$ cat config.mk
export PLATFORM = sky130hd
export DESIGN_NAME = debounce
export DESIGN_NICKNAME = d
export VERILOG_FILES = /design/src/rtl/debounce.sv
export SDC_FILE = /design/constraint.sdc
export NUM_CORES = 1
export LEC_CHECK = 0
export ABC_CLOCK_PERIOD_IN_PS = 1450
export CAP_MARGIN = 10
export CORE_AREA = 2 2 39 41
export CTS_CLUSTER_SIZE = 28
export DETAILED_ROUTE_END_ITERATION = 8
export DIE_AREA = 0 0 41 43
export PLACE_DENSITY = 0.57
export SETUP_SLACK_MARGIN = 0.02
export SYNTH_ARGS = -nofsm -noshare
export SYNTH_HDL_FRONTEND = slang
export SYNTH_SLANG_ARGS = --single-unit
$ cat constraint.sdc
create_clock -name clk -period 1.45 [get_ports clk]
set_input_delay 0.2175 -clock clk [delete_from_list [all_inputs] [get_ports clk]]
set_output_delay 0.2175 -clock clk [all_outputs]
set_load 0.05 [all_outputs]
$ cat src/rtl/debounce.sv
// Synchronizing debouncer: a level on `in` reaches `out` after STABLE_CYCLES stable samples.
// Optional feature macro: DEBOUNCE_SYNC_EN selects a 2-flop synchronizer front end.
module debounce #(
    parameter int STABLE_CYCLES = 8,
    parameter int CNT_W         = 4
) (
    input  logic clk,
    input  logic n_rst,
    input  logic in,
    output logic out,
    output logic busy
);

    typedef enum logic [1:0] {
        ST_LOW,
        ST_CHK_HIGH,
        ST_HIGH,
        ST_CHK_LOW
    } state_t;

    localparam logic [CNT_W-1:0] CNT_LAST = CNT_W'(STABLE_CYCLES - 1);
    localparam logic [CNT_W-1:0] CNT_ONE  = CNT_W'(1);

    state_t           state_q, state_d;
    logic [CNT_W-1:0] cnt_q, cnt_d;
    logic             out_q, out_d;
    logic             busy_q, busy_d;
    logic             s;

`ifdef DEBOUNCE_SYNC_EN
    logic [1:0] sync_q, sync_d;

    always_comb begin
        sync_d = {sync_q[0], in};
    end

    always_ff @(posedge clk) begin
        if (!n_rst) begin
            sync_q <= '0;
        end else begin
            sync_q <= sync_d;
        end
    end

    assign s = sync_q[1];
`else
    logic sync_q, sync_d;

    always_comb begin
        sync_d = in;
    end

    always_ff @(posedge clk) begin
        if (!n_rst) begin
            sync_q <= 1'b0;
        end else begin
            sync_q <= sync_d;
        end
    end

    assign s = sync_q;
`endif

    always_ff @(posedge clk) begin
        if (!n_rst) begin
            state_q <= ST_LOW;
            cnt_q   <= '0;
            out_q   <= 1'b0;
            busy_q  <= 1'b0;
        end else begin
            state_q <= state_d;
            cnt_q   <= cnt_d;
            out_q   <= out_d;
            busy_q  <= busy_d;
        end
    end

    // A single-cycle qualification skips the CHK states entirely.
    always_comb begin
        state_d = state_q;
        cnt_d   = cnt_q;
        unique case (state_q)
            ST_LOW: begin
                if (s) begin
                    if (STABLE_CYCLES == 1) begin
                        state_d = ST_HIGH;
                    end else begin
                        state_d = ST_CHK_HIGH;
                        cnt_d   = CNT_ONE;
                    end
                end
            end
            ST_CHK_HIGH: begin
                if (!s) begin
                    state_d = ST_LOW;
                    cnt_d   = '0;
                end else if (cnt_q == CNT_LAST) begin
                    state_d = ST_HIGH;
                    cnt_d   = '0;
                end else begin
                    cnt_d = cnt_q + CNT_ONE;
                end
            end
            ST_HIGH: begin
                if (!s) begin
                    if (STABLE_CYCLES == 1) begin
                        state_d = ST_LOW;
                    end else begin
                        state_d = ST_CHK_LOW;
                        cnt_d   = CNT_ONE;
                    end
                end
            end
            ST_CHK_LOW: begin
                if (s) begin
                    state_d = ST_HIGH;
                    cnt_d   = '0;
                end else if (cnt_q == CNT_LAST) begin
                    state_d = ST_LOW;
                    cnt_d   = '0;
                end else begin
                    cnt_d = cnt_q + CNT_ONE;
                end
            end
            default: begin
                state_d = ST_LOW;
                cnt_d   = '0;
            end
        endcase
    end

    // Outputs are decoded from the next state so they land in registers.
    always_comb begin
        out_d  = (state_d == ST_HIGH) || (state_d == ST_CHK_LOW);
        busy_d = (state_d == ST_CHK_HIGH) || (state_d == ST_CHK_LOW);
    end

    assign out  = out_q;
    assign busy = busy_q;

endmodule

=== Word level (Yosys, flattened, before mapping) ===
Index checks and enable logic that the tools add are counted.

* Input port bits: 3
* Flip-flop bits (word level): 9
* Output and inout bits: 2
* Word-level logic and storage cells: 32

* Mux-type cells: 13
* Add/subtract/negate cells: 1
* Eq/ne operators: 9
* Reduce and logical (&&, ||, !) cells: 4

{| class="wikitable"
|+ Operator list
! cell !! count
|-
| 4-bit two-way mux || 5
|-
| 4-bit case mux with 4 select lines || 1
|-
| 2-bit two-way mux || 6
|-
| 2-bit == test (second input constant) || 4
|-
| 2-bit case mux with 4 select lines || 1
|-
| 4-bit by 1-bit adder with 4-bit output (second input constant) || 1
|-
| 2-bit by 1-bit == test with 1-bit output (second input constant) || 2
|-
| 4-bit by 3-bit == test with 1-bit output (second input constant) || 1
|-
| 2-bit != test (second input constant) || 2
|-
| 2-bit zero test || 1
|-
| 1-bit logical OR || 2
|-
| 2-bit AND reduction || 1
|}

=== Logic depth before layout (Yosys ltp) ===
* Depth after elaboration: 6
* Depth in mapped cells: 4
* Mapped depth without buffers: 4

=== Worst setup path after synthesis ===
No wires, ideal clock.

* Path kind: register to register
* Start: reg state_q[1]
* End: reg cnt_q[2]
* Arrival: 1.366 ns
* Library setup time: 0.091 ns
* Path buffers: 0
* Required time: 1.359 ns
* Stages on the path, launching flop included: 4
* Clock period less this slack: 1.457 ns
* Setup slack: -0.007 ns
* Path through: dfxtp_1 > xor2_2 > or2_1 > a311oi_1

* Cells in the longest elaborated chain, start to end: 3
* Elaborated cells between the ends (all ways): 8
* Classes of those cells: eq/ne (5); mux (1); reduce/logical (2)

{| class="wikitable"
|+ RTL lines
! what !! line !! RTL
|-
| from (decl) || 24 || <nowiki>state_t state_q, state_d;</nowiki>
|-
| from (signal assigned) || 71 || <nowiki>state_q <= state_d;</nowiki>
|-
| 2-bit == test or 2-bit zero test (tied branches) || 82 || <nowiki>unique case (state_q)</nowiki>
|-
| 2-bit != test (no source line) || -- ||
|-
| 2-bit AND reduction (no source line) || -- ||
|-
| to (signal assigned) || 72 || <nowiki>cnt_q <= cnt_d;</nowiki>
|-
| to (decl) || 25 || <nowiki>logic [CNT_W-1:0] cnt_q, cnt_d;</nowiki>
|}

Several ways; a longest one is shown, not always the timed one.
A chain may end at the register's enable or synchronous reset.

=== Final worst setup path ===
Ends and elaborated chain as after synthesis.

==> impl_results.md <==
* Routed WL at 608 um
* Peak VDD IR at 285 uV
* Fmax at 854 MHz
* Sink Count at 8
* Antenna Cells at 0
* Post-DR wirelength/cell at 10.3 um
* Fin Clk Skew at 0.00290 ns
* RSZ-0062 raised after global routing: no
* Largest net degree at the start of global routing at 11
* Pre-CTS WS at 0.156 ns
* Area after DPL at 428 um2
* TritonRoute pass-1 iters at 2
* Final Cycle Share at 80.8%
* Total gr overflow at 0
* Hold Vio Cnt, Final at 0
* Max-slew violations at 0
* Final HPWL DP at 449 um
* Residual DRC count at 0
* Vias in the first global route at 256
* H-tree levels at 1
* Critical Path Fanout Max at 10
* Final Non-Filler Cells at 59
* Most frequent cells in the layout: 7 x dfxtp_1, 3 x and3_2, 3 x nand2_1, 3 x clkbuf_4
* Mapped Area at 357 um2
* Die area at 0.00176 mm2
* DIE WIDTH at 41 um
* Detailed-route via count at 279
* WP data required at 1.61 ns
* Placed cell count at 56
* CP Class: reg -> reg
* Hold Path End: cnt_q[2]
* WP data arrival at 1.33 ns
* Initial core utilization at 25.8%
* Final non-filler cell area at 450 um2
* Iter 0 DRT Violations at 3
* Syn Inst Count at 36
* R2r setup slk at 0.28 ns
* Worst slew pin tran at 0.359 ns
* Post CTS Setup Buffer Count at 0
* Initial antenna violation count at 0
* YS warnings at 0
* Power per cell area at 967 mW/mm2
* Core Area at 0.00138 mm2
* Root Buffer: clkbuf_4
* Area delta synth->final at 26.3%
* Clock Tree Buf Depth at 2
* GR Util All Layers at 9.35%
* First-pass GRT wire length at 1.08 mm
* Clock transition at path regs at 0.06 ns
* Final WS setup at 0.279 ns
* Chip Height at 43 um
* Final TNS setup at 0 ns
* Share of cells above drive strength 1 at 27.9%
* R2R cell count at 3
* Total CTS buffers at 3
* Vias per cell at 4.73
* Yosys reg bits at 8
* Most common cell after layout, fill and taps aside: dfxtp_1
* Port buffer count at 4
* Relative slew slack at 76.0%
* Post-synthesis cell type count at 24
* Reg-to-reg endpoint: cnt_q[2]
* Final setup fails at 0
* Seq/Total Area, Yosys at 44.9%
* Hold depth at 1
* Row count at 14
* Leakage at 0.188 nW
* TritonCTS clock tree: built
* R2R Path Start: state_q[1]
* CTS resizes at 0
* Mean Syn Cell Area at 9.91 um2
* Hold crit path type: reg -> reg
* Placer Congestion at 0.621
* Clk_lat worst skew at 0.25 ns
* I/O Pins at 5
* Minimum clock period at 1.17 ns
* Synthesized Nets at 40
* Fin nets at 49
* Cts hold-fix bufs at 0
* Hold_sp: cnt_q[2]
* Startpoint types: flip-flop
* Max cap viols at 0
* Crit path capture type: flip-flop
* Outcome: finished, final reports clean
* Routed Antenna Nets at 0
-- metal layers --
layer / up-vias / part of all wire, % / global-route usage (%)
li1: 147 / - / -
met1: 128 / 53 / 12.6
met2: 4 / 44 / 11.3
met3: 0 / 2.5 / 3.14
met4: 0 / 0 / 8.00
met5: - / 0 / 0
-- final cells by class --
cell class / instances / area [um2]
fillers: 140 / 933
repair buffers: 5 / 55.1
flip-flops and latches: 8 / 161
well taps: 16 / 20.0
inverters: 1 / 3.75
clock buffers: 3 / 22.5
multi-input cells: 26 / 188
-- critical path: stages, from the launching register on --
cell,delay [ns]
dfxtp_2,0.38
xor2_2,0.33
nand3b_1,0.12
a311oi_1,0.25
-- synth_stat cells --
| master | number | area share (%) |
|---|---|---|
| o21bai_1 | 1 | 2.1 |
| a311oi_1 | 1 | 2.5 |
| mux2i_1 | 1 | 2.8 |
| and3_1 | 1 | 1.8 |
| inv_1 | 1 | 1.1 |
| buf_2 | 1 | 1.4 |
| and2_1 | 1 | 1.8 |
| ha_1 | 1 | 3.5 |
| dfxtp_1 | 8 | 45 |
| o21ai_0 | 1 | 1.4 |
| or2_1 | 1 | 1.8 |
| a31oi_1 | 1 | 1.8 |
| or2_2 | 1 | 1.8 |
| o21a_1 | 1 | 2.1 |
| nand4b_1 | 1 | 2.5 |
| nand4_1 | 1 | 1.8 |
| nand3b_1 | 1 | 2.1 |
| nor3b_1 | 2 | 4.2 |
| xor2_2 | 1 | 4.6 |
| nor2_1 | 1 | 1.1 |
| o221ai_1 | 1 | 2.5 |
| nand2_1 | 3 | 3.2 |
| a21oi_1 | 1 | 1.4 |
| and3_2 | 3 | 6.3 |
-- through the flow --
step / hold slack (ns) / power [mW] / utilization (%)
global route: 0.565 / 0.463 / 32.5
detailed placement: 0.524 / 0.269 / 30.9
floorplan: 0.335 / 0.254 / -
global placement: 0.517 / 0.269 / 30.9
finish: 0.532 / 0.435 / 32.5
CTS: 0.532 / 0.446 / 32.5
-- flip-flops by register name, indices dropped and copies added (netlist names) --
name     cells
cnt_q        4
state_q      2
s            1
busy         1
-- report_power, final --
group / leakage (nW) / internal (mW) / switching [mW] / total (mW)
registers: 0.0658 / 0.226 / 0.00595 / 0.232
logic: 0.108 / 0.0161 / 0.0159 / 0.0320
clock network: 0.0138 / 0.0948 / 0.0768 / 0.172
-- how the worst max path moves through the flow --
stage	from	to	slack (ns)	cells after the start
final	state_q[1]	cnt_q[2]	0.28	3
after CTS	state_q[1]	cnt_q[2]	0.27	3
after global placement	n_rst	cnt_q[3]	0.18	4
after global routing	state_q[1]	cnt_q[2]	0.14	3
after floorplan	state_q[1]	cnt_q[2]	0.22	3
after detailed placement	n_rst	cnt_q[3]	0.16	4
-- kinds of logic (layout without fill, tap and decap cells) --
family	after synthesis	in the layout	share of synthesized area (%)
multiplexers	1	1	2.81
XOR/XNOR	1	1	4.56
adder cells (fa/ha/maj)	1	1	3.51
flip-flops	8	8	44.9
AND/OR/NAND/NOR	16	16	28.1
AO/OA/AOI/OAI	7	7	13.7
buffers and inverters	2	9	2.45
(Power assumes the default switching activity.)
